**config.mk**
```make
export PLATFORM = sky130hd
export DESIGN_NAME = multicycle_ctrl_fsm
export DESIGN_NICKNAME = d
export VERILOG_FILES = /design/src/rtl/multicycle_ctrl_fsm.sv
export SDC_FILE = /design/constraint.sdc
export NUM_CORES = 1
export LEC_CHECK = 0
export ABC_AREA = 1
export BUFFER_PORTS_ARGS = -buffer_cell sky130_fd_sc_hd__buf_4
export CORE_MARGIN = 5
export CORE_UTILIZATION = 50
export CTS_BUF_LIST = sky130_fd_sc_hd__clkbuf_2
export DETAILED_ROUTE_END_ITERATION = 7
export PLACE_DENSITY_LB_ADDON = 0.08
export SYNTH_ARGS = -nofsm -noshare
export SYNTH_HDL_FRONTEND = slang
export SYNTH_SLANG_ARGS = --single-unit
```
**constraint.sdc**
```tcl
create_clock -name clk -period 1.8 [get_ports clk]
set_clock_uncertainty 0.05 [all_clocks]
set_input_delay 0.27 -clock clk [delete_from_list [all_inputs] [get_ports clk]]
set_output_delay 0.27 -clock clk [all_outputs]
set_load 0.01 [all_outputs]
```
**src/rtl/multicycle_ctrl_fsm.sv**
```systemverilog
// multicycle_ctrl_fsm: phase sequencer for the 16-bit multi-cycle CPU.
// Steps each instruction through fetch/decode/execute/memory phases and drives
// the PC, IR, register-file, ALU-bus and BRAM enables. It also keeps a sticky
// illegal-opcode flag and a count of retired instructions.
//
//  state    | meaning
//  ---------+-------------------------------------------------------------
//  FETCH    | IR load from BRAM; holds while stall is high
//  DECODE   | PC increment, dispatch on instr_type
//  EXEC     | ALU result written back to the register file
//  MEM_RD   | load address phase, 1+MEM_WAIT cycles
//  MEM_WB   | BRAM read data written back to the register file
//  MEM_WR   | store, BRAM write enable, 1+MEM_WAIT cycles
//  MEM_HOLD | store recovery cycle, no write enables
//  BRANCH   | PC load on jump or when the branch condition is met
//  HALT     | idle until resume
module multicycle_ctrl_fsm #(
    parameter int TYPE_W   = 3,
    parameter int MEM_WAIT = 0,
    parameter int CNT_W    = 16
) (
    input  logic              clk,
    input  logic              reset,
    input  logic [TYPE_W-1:0] instr_type,
    input  logic              cond_met,
    input  logic              stall,
    input  logic              resume,
    output logic              pc_en,
    output logic              pc_load,
    output logic              ir_en,
    output logic              rf_we,
    output logic              alu_bus_en,
    output logic              reg_read,
    output logic              mem_we,
    output logic              instr_done,
    output logic              illegal,
    output logic [CNT_W-1:0]  instr_cnt,
    output logic [3:0]        state_o
);

    typedef enum logic [3:0] {
        S_FETCH    = 4'd0,
        S_DECODE   = 4'd1,
        S_EXEC     = 4'd2,
        S_MEM_RD   = 4'd3,
        S_MEM_WB   = 4'd4,
        S_MEM_WR   = 4'd5,
        S_MEM_HOLD = 4'd6,
        S_BRANCH   = 4'd7,
        S_HALT     = 4'd8
    } state_t;

    localparam logic [TYPE_W-1:0] T_R      = TYPE_W'(0);
    localparam logic [TYPE_W-1:0] T_STORE  = TYPE_W'(1);
    localparam logic [TYPE_W-1:0] T_LOAD   = TYPE_W'(2);
    localparam logic [TYPE_W-1:0] T_BRANCH = TYPE_W'(3);
    localparam logic [TYPE_W-1:0] T_JUMP   = TYPE_W'(4);
    localparam logic [TYPE_W-1:0] T_HALT   = TYPE_W'(5);

    state_t           state;
    state_t           nxt;
    logic [3:0]       wait_cnt;
    logic             is_jump;
    logic             state_ok;
    logic             pc_en_q;
    logic             ir_en_q;
    logic             rf_we_q;
    logic             alu_q;
    logic             reg_read_q;
    logic             mem_we_q;
    logic             branch_q;
    logic             done_q;
    logic             illegal_q;
    logic [CNT_W-1:0] cnt_q;

    // Next-state selection; memory phases exit once the wait counter reaches zero.
    always_comb begin
        nxt = state;
        case (state)
            S_FETCH:    if (!stall) nxt = S_DECODE;
            S_DECODE: begin
                case (instr_type)
                    T_R:               nxt = S_EXEC;
                    T_STORE:           nxt = S_MEM_WR;
                    T_LOAD:            nxt = S_MEM_RD;
                    T_BRANCH, T_JUMP:  nxt = S_BRANCH;
                    T_HALT:            nxt = S_HALT;
                    default:           nxt = S_FETCH;
                endcase
            end
            S_EXEC:     nxt = S_FETCH;
            S_MEM_RD:   if (wait_cnt == 4'd0) nxt = S_MEM_WB;
            S_MEM_WB:   nxt = S_FETCH;
            S_MEM_WR:   if (wait_cnt == 4'd0) nxt = S_MEM_HOLD;
            S_MEM_HOLD: nxt = S_FETCH;
            S_BRANCH:   nxt = S_FETCH;
            S_HALT:     if (resume) nxt = S_FETCH;
            default:    nxt = S_FETCH;
        endcase
    end

    // State register, wait timer, status registers and enables decoded from the next state
    // so each enable is aligned with the state it belongs to.
    always_ff @(posedge clk or negedge reset) begin
        if (!reset) begin
            state      <= S_FETCH;
            wait_cnt   <= 4'd0;
            is_jump    <= 1'b0;
            illegal_q  <= 1'b0;
            cnt_q      <= '0;
            pc_en_q    <= 1'b0;
            ir_en_q    <= 1'b1;
            rf_we_q    <= 1'b0;
            alu_q      <= 1'b1;
            reg_read_q <= 1'b0;
            mem_we_q   <= 1'b0;
            branch_q   <= 1'b0;
            done_q     <= 1'b0;
        end else begin
            state <= nxt;

            if (state == S_DECODE && (nxt == S_MEM_RD || nxt == S_MEM_WR))
                wait_cnt <= 4'(MEM_WAIT);
            else if ((state == S_MEM_RD || state == S_MEM_WR) && wait_cnt != 4'd0)
                wait_cnt <= wait_cnt - 4'd1;

            if (state == S_DECODE) begin
                is_jump <= (instr_type == T_JUMP);
                // DECODE only falls back to FETCH for an unrecognised class
                if (nxt == S_FETCH) illegal_q <= 1'b1;
            end

            if (instr_done) cnt_q <= cnt_q + CNT_W'(1);

            pc_en_q    <= (nxt == S_DECODE);
            ir_en_q    <= (nxt == S_FETCH);
            rf_we_q    <= (nxt == S_EXEC) || (nxt == S_MEM_WB);
            alu_q      <= (nxt == S_FETCH) || (nxt == S_DECODE) || (nxt == S_EXEC) ||
                          (nxt == S_MEM_HOLD) || (nxt == S_BRANCH);
            reg_read_q <= (nxt == S_MEM_RD) || (nxt == S_MEM_WR);
            mem_we_q   <= (nxt == S_MEM_WR);
            branch_q   <= (nxt == S_BRANCH);
            done_q     <= (nxt == S_EXEC) || (nxt == S_MEM_WB) || (nxt == S_MEM_HOLD) ||
                          (nxt == S_BRANCH) || (nxt == S_HALT && state != S_HALT);
        end
    end

    // Undefined encodings force every enable low until the FSM recovers to FETCH.
    assign state_o    = state;
    assign state_ok   = (state_o <= 4'd8);
    assign pc_en      = state_ok & pc_en_q;
    assign pc_load    = state_ok & branch_q & (is_jump | cond_met);
    assign ir_en      = state_ok & ir_en_q & ~stall;
    assign rf_we      = state_ok & rf_we_q;
    assign alu_bus_en = state_ok & alu_q;
    assign reg_read   = state_ok & reg_read_q;
    assign mem_we     = state_ok & mem_we_q;
    assign instr_done = state_ok & done_q;
    assign illegal    = illegal_q;
    assign instr_cnt  = cnt_q;

endmodule

```
==> metrics.txt, run 1 <==
status=complete, no violations; Synth area leaders=dfrtp_1, nand2_1, inv_1, nor2_1, xor2_1; Die X=70.5 um; synthesized flop and latch total=34; Layout area overhead=26.7%; Leak=1.21 nW; Synth area leader=dfrtp_1; reg2reg setup slack=0.09 ns; drt via density=4.95; Die Area=4970 um2; # H-tree levels=2; Final ANT Viol Nets=0; fin crit period=1.76 ns; Core ar.=3610 um2; Die Span Y=70.5 um; Arr. time, crit path=1.44 ns; post-synthesis cell type count=25; global-route wire length before repair=7000 um; yosys warns=0; Min-Delay Path Class=in2reg; initial drt markers=79; CTS Sinks=34; Syn Inst Count=215; share of cells above drive strength 1=35.3%; DR WL/cell=12.8 um; clk slew on worst S/H paths=0.18 ns; FP Rows=22; Final Hold Fails=0; 1st-pass router iterations=4; gr usage total=17.9%; average cell area after synthesis=8.51 um2; Synth top area share=43.8%; Setup Viol. Count Final=0; register area share after synthesis=46.6%; sw frac=43.9%; cell area after synthesis=1830 um2; Final Instance Area=2320 um2; Top FF cell, synth=dfrtp_1; overall power=3.04 mW; largest net degree at the start of global routing=35; number of enable flip-flop cells after synthesis=0; Slew Viols, Final=0; Worst Path Required=1.48 ns; clk buf depth=2; post-DP HPWL=3000 um; Clk Latency, worst-skew pair=0.38 ns; P_sw=1.33 mW; IO buf count=36; syn_nets=225; internal power=1.70 mW; commonest cells in the netlist=nand2_1, dfrtp_1, inv_1; Post-synth ARST share=100%; Tcrit/Tclk final=98.0%; most frequent cell after synthesis=nand2_1; nets=275; CTS tree=built; crit path kind=reg2out; IO Pins=37; CTS root buf=clkbuf_2; vias in the first global route=1550; Rel. slew slack=72.0%; Peak VDD IR=0.766 mV; Non-Filler Instances=314; Final Util=64.3%; Congestion Overflow GR=0; Max-cap violations=0; critical path endpoint category=primary output; # diodes=0; f_max=567 MHz; Clock power frac=11.9%; via count=1555; placed inst area=2160 um2; initial antenna violation count=0; PwrDens=1310 nW/um2; Worst Tran Pin Value=0.420 ns; Placer Congestion=0.835; unrepaired setup endpoints after global routing=yes; Worst setup SP type=flop; CTS Buf Count=5; DRC viols=0; initial core utilization=50.7%; part of the power in registers=38.7%; placed insts=300; Crit Path Max Fanout=3; Comb power frac=49.3%; total wire length=4020 um
## power groups by stage
stage / sequential (mW) / combinational (mW) / clock, mW
after floorplan: 1.20 / 0.847 / 0
after global placement: 1.17 / 1.33 / 0
after detailed placement: 1.18 / 1.35 / 0
after CTS: 1.17 / 1.43 / 0.377
after global routing: 1.21 / 1.67 / 0.418
final: 1.18 / 1.50 / 0.363
## metal layers
| layer | wire length [um] | global-route usage, % | share of wire [%] | vias up |
|---|---|---|---|---|
| met5 | 0 | 0 | 0 | - |
| met4 | 88 | 7.02 | 2.2 | 0 |
| met3 | 230 | 5.18 | 5.7 | 10 |
| met2 | 2020 | 31.0 | 50 | 41 |
| met1 | 1690 | 20.7 | 42 | 734 |
| li1 | - | - | - | 770 |
## cells by family after synthesis
kind of cell | synth area share (%)
xor gates and xnor gates | 7.66
adders and majority gates | 1.37
buffers and inverters | 6.98
and+or+nand+nor | 34.1
AOI/OAI and AO/OA | 3.28
DFF | 46.6
## state kept, by name, indices dropped and copies added, names as in the netlist
name        flops
ir_en_q         1
state_o         4
pc_en_q         1
alu_q           1
illegal         1
instr_cnt      16
rf_we_q         1
branch_q        1
is_jump         1
reg_read_q      1
done_q          1
wait_cnt        4
mem_we_q        1
## what timing repair did
action | CTS | global route
hold endpoints to repair | 32 | 1
pin swaps | 2 | 3
buffers inserted | 2 | 2
hold buffers | 1 | 1
gates resized for setup | 12 | 9
setup endpoints to repair | 8 | 12
## worst max-delay path, stage by stage, from the launching register on
cell and delay [ns]:
dfrtp_1 0.45, nor2_4 0.14, nand2_2 0.07, nand2_4 0.12
nand2_2 0.07, nor2_1 0.10, buf_4 0.12
## placed cells by master, fill, tap and decap left out, drive strengths merged
cell and n:
clkinv 2, a21oi 2, clkinvlp 1, nand2 56
xnor2 5, nand3 14, dlygate4sd3 2, inv 31
dfrtp 32, xor2 11, nand4 7, nor3 6
ha 2, buf 42, o21ai 7, clkbuf 5
o21bai 1, nor2 36, dfstp 2, or2 2
## through the flow
stage	hold slack, ns	TNS (ns)	setup WS, ns
floorplan	-0.0756	0	0.301
global placement	0.195	0	0.108
detailed placement	0.197	0	0.0831
CTS	0.00654	0	0.000523
global route	0.145	-0.707	-0.0875
finish	0.170	0	0.0366
## cell type report
class	count	area, um2
clock buffer	5	25.0
tap	48	60.1
timing repair buffer	44	335
sequential	34	855
inverter	31	126
fill	338	1290
multi-input combinational	149	900
clock inverter	3	16.3
## worst paths after layout
| kind | cells past startpoint | end | startpoint |
|---|---|---|---|
| worst max-delay path | 6 | ir_en | state_o[0] |
| worst min-delay path | 3 | is_jump | instr_type[2] |
| worst max register to register | 11 | wait_cnt[0] | state_o[2] |
| worst min register to register | 1 | illegal | illegal |
| max in group asynchronous | 2 | ir_en_q | reset |
| min in group asynchronous | 2 | instr_cnt[1] | reset |
Power figures use the tool's default switching activity.
==> run 2: changes to the inputs <==
--- a/config.mk
+++ b/config.mk
@@ -5,13 +5,14 @@
 export SDC_FILE = /design/constraint.sdc
 export NUM_CORES = 1
 export LEC_CHECK = 0
-export ABC_AREA = 1
+export ABC_AREA = 0
 export BUFFER_PORTS_ARGS = -buffer_cell sky130_fd_sc_hd__buf_4
 export CORE_MARGIN = 5
 export CORE_UTILIZATION = 50
 export CTS_BUF_LIST = sky130_fd_sc_hd__clkbuf_2
 export DETAILED_ROUTE_END_ITERATION = 7
 export PLACE_DENSITY_LB_ADDON = 0.08
+export SLEW_MARGIN = 20
 export SYNTH_ARGS = -nofsm -noshare
 export SYNTH_HDL_FRONTEND = slang
 export SYNTH_SLANG_ARGS = --single-unit
==> constraint.sdc (replaced) <==
create_clock -name clk -period 1.8 [get_ports clk]
set_clock_uncertainty 0.05 [all_clocks]
set_input_delay 0.36 -clock clk [delete_from_list [all_inputs] [get_ports clk]]
set_output_delay 0.36 -clock clk [all_outputs]
set_load 0.01 [all_outputs]
==> run 2 against run 1 <==
  * Largest cell class unchanged
  * Cell area rose by 15%
  * First-iteration DRC count grew 41%
  * Count of clock-buffer cells in the layout did not move
  * Final cell count fell by 9.6%
  * Clock power up 77%
  * The run now ends with setup timing left
  * Sequential power barely moved
  * Power grew 45%
  * Non-clock buffer count is 44 higher
  * Register-to-register slack worse by 0.30 ns
==> metrics.txt, run 2 <==
Critical path origin=state_o[0] (unchanged); most frequent cells in the layout=buf_4, dfrtp_1, xnor2_1, buf_6, nand2_1 (was nand2_1, buf_4, dfrtp_1, inv_1, nor2_1); 1st-pass router iterations=7 (was 4); unrepaired setup endpoints after global routing=yes (unchanged); Congestion Overflow GR=0 (unchanged); Leak=1.27 nW (was 1.21 nW); cell area after synthesis=1640 um2 (was 1830 um2); Placer Congestion=0.884 (was 0.835); commonest cells in the netlist=dfrtp_1, nand2_1, xnor2_1 (was nand2_1, dfrtp_1, inv_1); CTS Buf Count=5 (unchanged); # H-tree levels=2 (unchanged); number of enable flip-flop cells after synthesis=0 (unchanged); average cell area after synthesis=11.3 um2 (was 8.51 um2); synthesized flop and latch total=34 (unchanged); Place WS=-0.223 ns (was 0.0831 ns); IO buf count=36 (unchanged); most frequent cell after synthesis=dfrtp_1 (was nand2_1); Setup Viol. Count Final=22 (was 0); # diodes=0 (unchanged); DR WL/cell=19.4 um (was 12.8 um); Final Worst Setup Slack=-0.274 ns (was 0.0366 ns); met3 capacity usage during global routing=5.49% (was 5.18%); Synth area leaders=dfrtp_1, xnor2_1, nand2_1, dfstp_2, and2_1 (was dfrtp_1, nand2_1, inv_1, nor2_1, xor2_1); post-synthesis cell type count=43 (was 25); CTS Sinks=34 (unchanged); drt via density=5.59 (was 4.95); CTS root buf=clkbuf_2 (unchanged); Clk Latency, worst-skew pair=0.35 ns (was 0.38 ns); Crit Path Max Fanout=7 (was 3); initial antenna violation count=0 (unchanged); yosys warns=0 (unchanged); global-route wire length before repair=7710 um (was 7000 um); syn_nets=156 (was 225); fin crit period=2.07 ns (was 1.76 ns); largest net degree at the start of global routing=35 (unchanged); critical path endpoint category=primary output (unchanged); busiest layer in global routing=met2 (unchanged); most common cell after layout, fill and taps aside=buf_4 (was nand2_1); Synth area leader=dfrtp_1 (unchanged); Top FF cell, synth=dfrtp_1 (unchanged); Die Area=4530 um2 (was 4970 um2); crit path kind=reg2out (unchanged); IO Pins=37 (unchanged); Post-synth ARST share=100% (unchanged); total wire length=5510 um (was 4020 um); Synth top area share=48.7% (was 43.8%); R2R Path Start=state_o[1] (was state_o[2]); clk buf depth=2 (unchanged); initial core utilization=52.9% (was 50.7%); setup TNS=-3.94 ns (was 0 ns); reg2reg setup slack=-0.21 ns (was 0.09 ns); Rel. slew slack=67.9% (was 72.0%); met2 Use GR=41.0% (was 31.0%); Die X=67.3 um (was 70.5 um); Final ANT Viol Nets=0 (unchanged); CTS tree=built (unchanged); Slew Viols, Final=0 (unchanged); Worst Tran Pin Value=0.477 ns (was 0.420 ns); Worst Path Required=1.39 ns (was 1.48 ns); vias in the first global route=1567 (was 1550); Layout area overhead=62.1% (was 26.7%); Tcrit/Tclk final=115% (was 98.0%); via count=1587 (was 1555); gr usage total=23.0% (was 17.9%); Min-Delay Path Class=in2reg (unchanged); Arr. time, crit path=1.66 ns (was 1.44 ns); Die Span Y=67.3 um (was 70.5 um); Core ar.=3100 um2 (was 3610 um2); PwrDens=1650 nW/um2 (was 1310 nW/um2); Hold Path Cell Cnt=3 (unchanged); clk slew on worst S/H paths=0.18 ns (about the same); violated checks=setup timing; Peak VDD IR=0.884 mV (was 0.766 mV); M1 GR Usage=27.9% (was 20.7%); max reg flops=16 (unchanged); initial drt markers=111 (was 79); nets=249 (was 275); worst hold start=stall (was instr_type[2]); Worst setup SP type=flop (unchanged); Max-cap violations=0 (unchanged); register area share after synthesis=51.9% (was 46.6%); Final Hold Fails=0 (unchanged); status=finished with violations (was complete, no violations); Syn Inst Count=146 (was 215); DRC viols=0 (unchanged); post-DP HPWL=2900 um (was 3000 um); f_max=482 MHz (was 567 MHz); share of cells above drive strength 1=56.7% (was 35.3%); FF-to-FF path depth=6 (was 11); FP Rows=20 (was 22)
## run 2: cell types whose count changed in the layout (fill, tap and decap cells not counted), sizes merged, moves of 3 or more
| cell | delta |
|---|---|
| inv | -26 |
| buf | +45 |
| xor2 | -10 |
| and3 | +3 |
| nor2 | -28 |
| and2 | +7 |
| nand3 | -8 |
| nand2 | -39 |
| xnor2 | +12 |
| o21ai | -4 |
## run 2: final cells by class
| type | count | area (um2) |
|---|---|---|
| clock buffer | 5 | 25.0 |
| clock inverter | 3 | 68.8 |
| fill | 152 | 440 |
| inverter | 5 | 18.8 |
| multi-input combinational | 105 | 920 |
| sequential | 34 | 856 |
| tap | 44 | 55.1 |
| timing repair buffer | 88 | 719 |
## run 2: metal layers
metal / share of wire (%) / wire, um
met3: 5.4 / 297
met5: 0 / 0
met4: 3.0 / 164
met1: 38 / 2100
met2: 54 / 2950
## run 2: logic make-up (layout without fill, tap and decap cells)
family                     after synthesis  in the layout  synth area share [%]
xor gates and xnor gates                18             18                  10.1
and+or+nand+nor                         66             66                  23.9
buffers and inverters                    7            101                  1.75
adders and majority gates                2              2                  1.52
AOI/OAI and AO/OA                       17             17                  9.60
DFF                                     34             34                  51.9
muxes                                    2              2                  1.22
## run 2: critical path: stages (launching register included)
cell and delay (ns):
dfrtp_1 0.45, buf_6 0.14, o31ai_4 0.28, buf_6 0.17, and3b_1 0.17, buf_4 0.12
## run 2: metrics by stage
stage	power, mW	utilization (%)	std cells	cell area (um2)	hold WS [ns]
final	4.40	85.8	284	2660	0.258
after global routing	4.63	85.8	284	2660	0.221
after CTS	3.91	81.2	275	2520	0.217
after detailed placement	2.83	71.2	255	2210	0.280
after global placement	2.77	71.2	255	2210	0.269
after floorplan	2.04	-	146	1670	0.0144
## run 2: worst paths after layout
check,to
worst max-delay path,ir_en
worst min-delay path,pc_en_q
worst max register to register,rf_we_q
worst min register to register,instr_cnt[15]
max in group asynchronous,ir_en_q
min in group asynchronous,wait_cnt[2]
## run 2: report_power, final
group / switching, mW / internal (mW) / leakage, nW / total, mW
registers: 0.220 / 0.985 / 0.439 / 1.21
logic: 1.21 / 1.35 / 0.775 / 2.56
clock network: 0.265 / 0.377 / 0.0532 / 0.642
total: 1.69 / 2.71 / 1.27 / 4.40
## run 2: repair_timing
| item | CTS | global route |
|---|---|---|
| cloned | 0 | 0 |
| pin swaps | 13 | 13 |
| endpoints found under the setup margin | 20 | 25 |
| resized for setup | 29 | 26 |
| hold buffers | 1 | 0 |
| setup buffers | 11 | 14 |
| hold endpoints to repair | 32 | 0 |
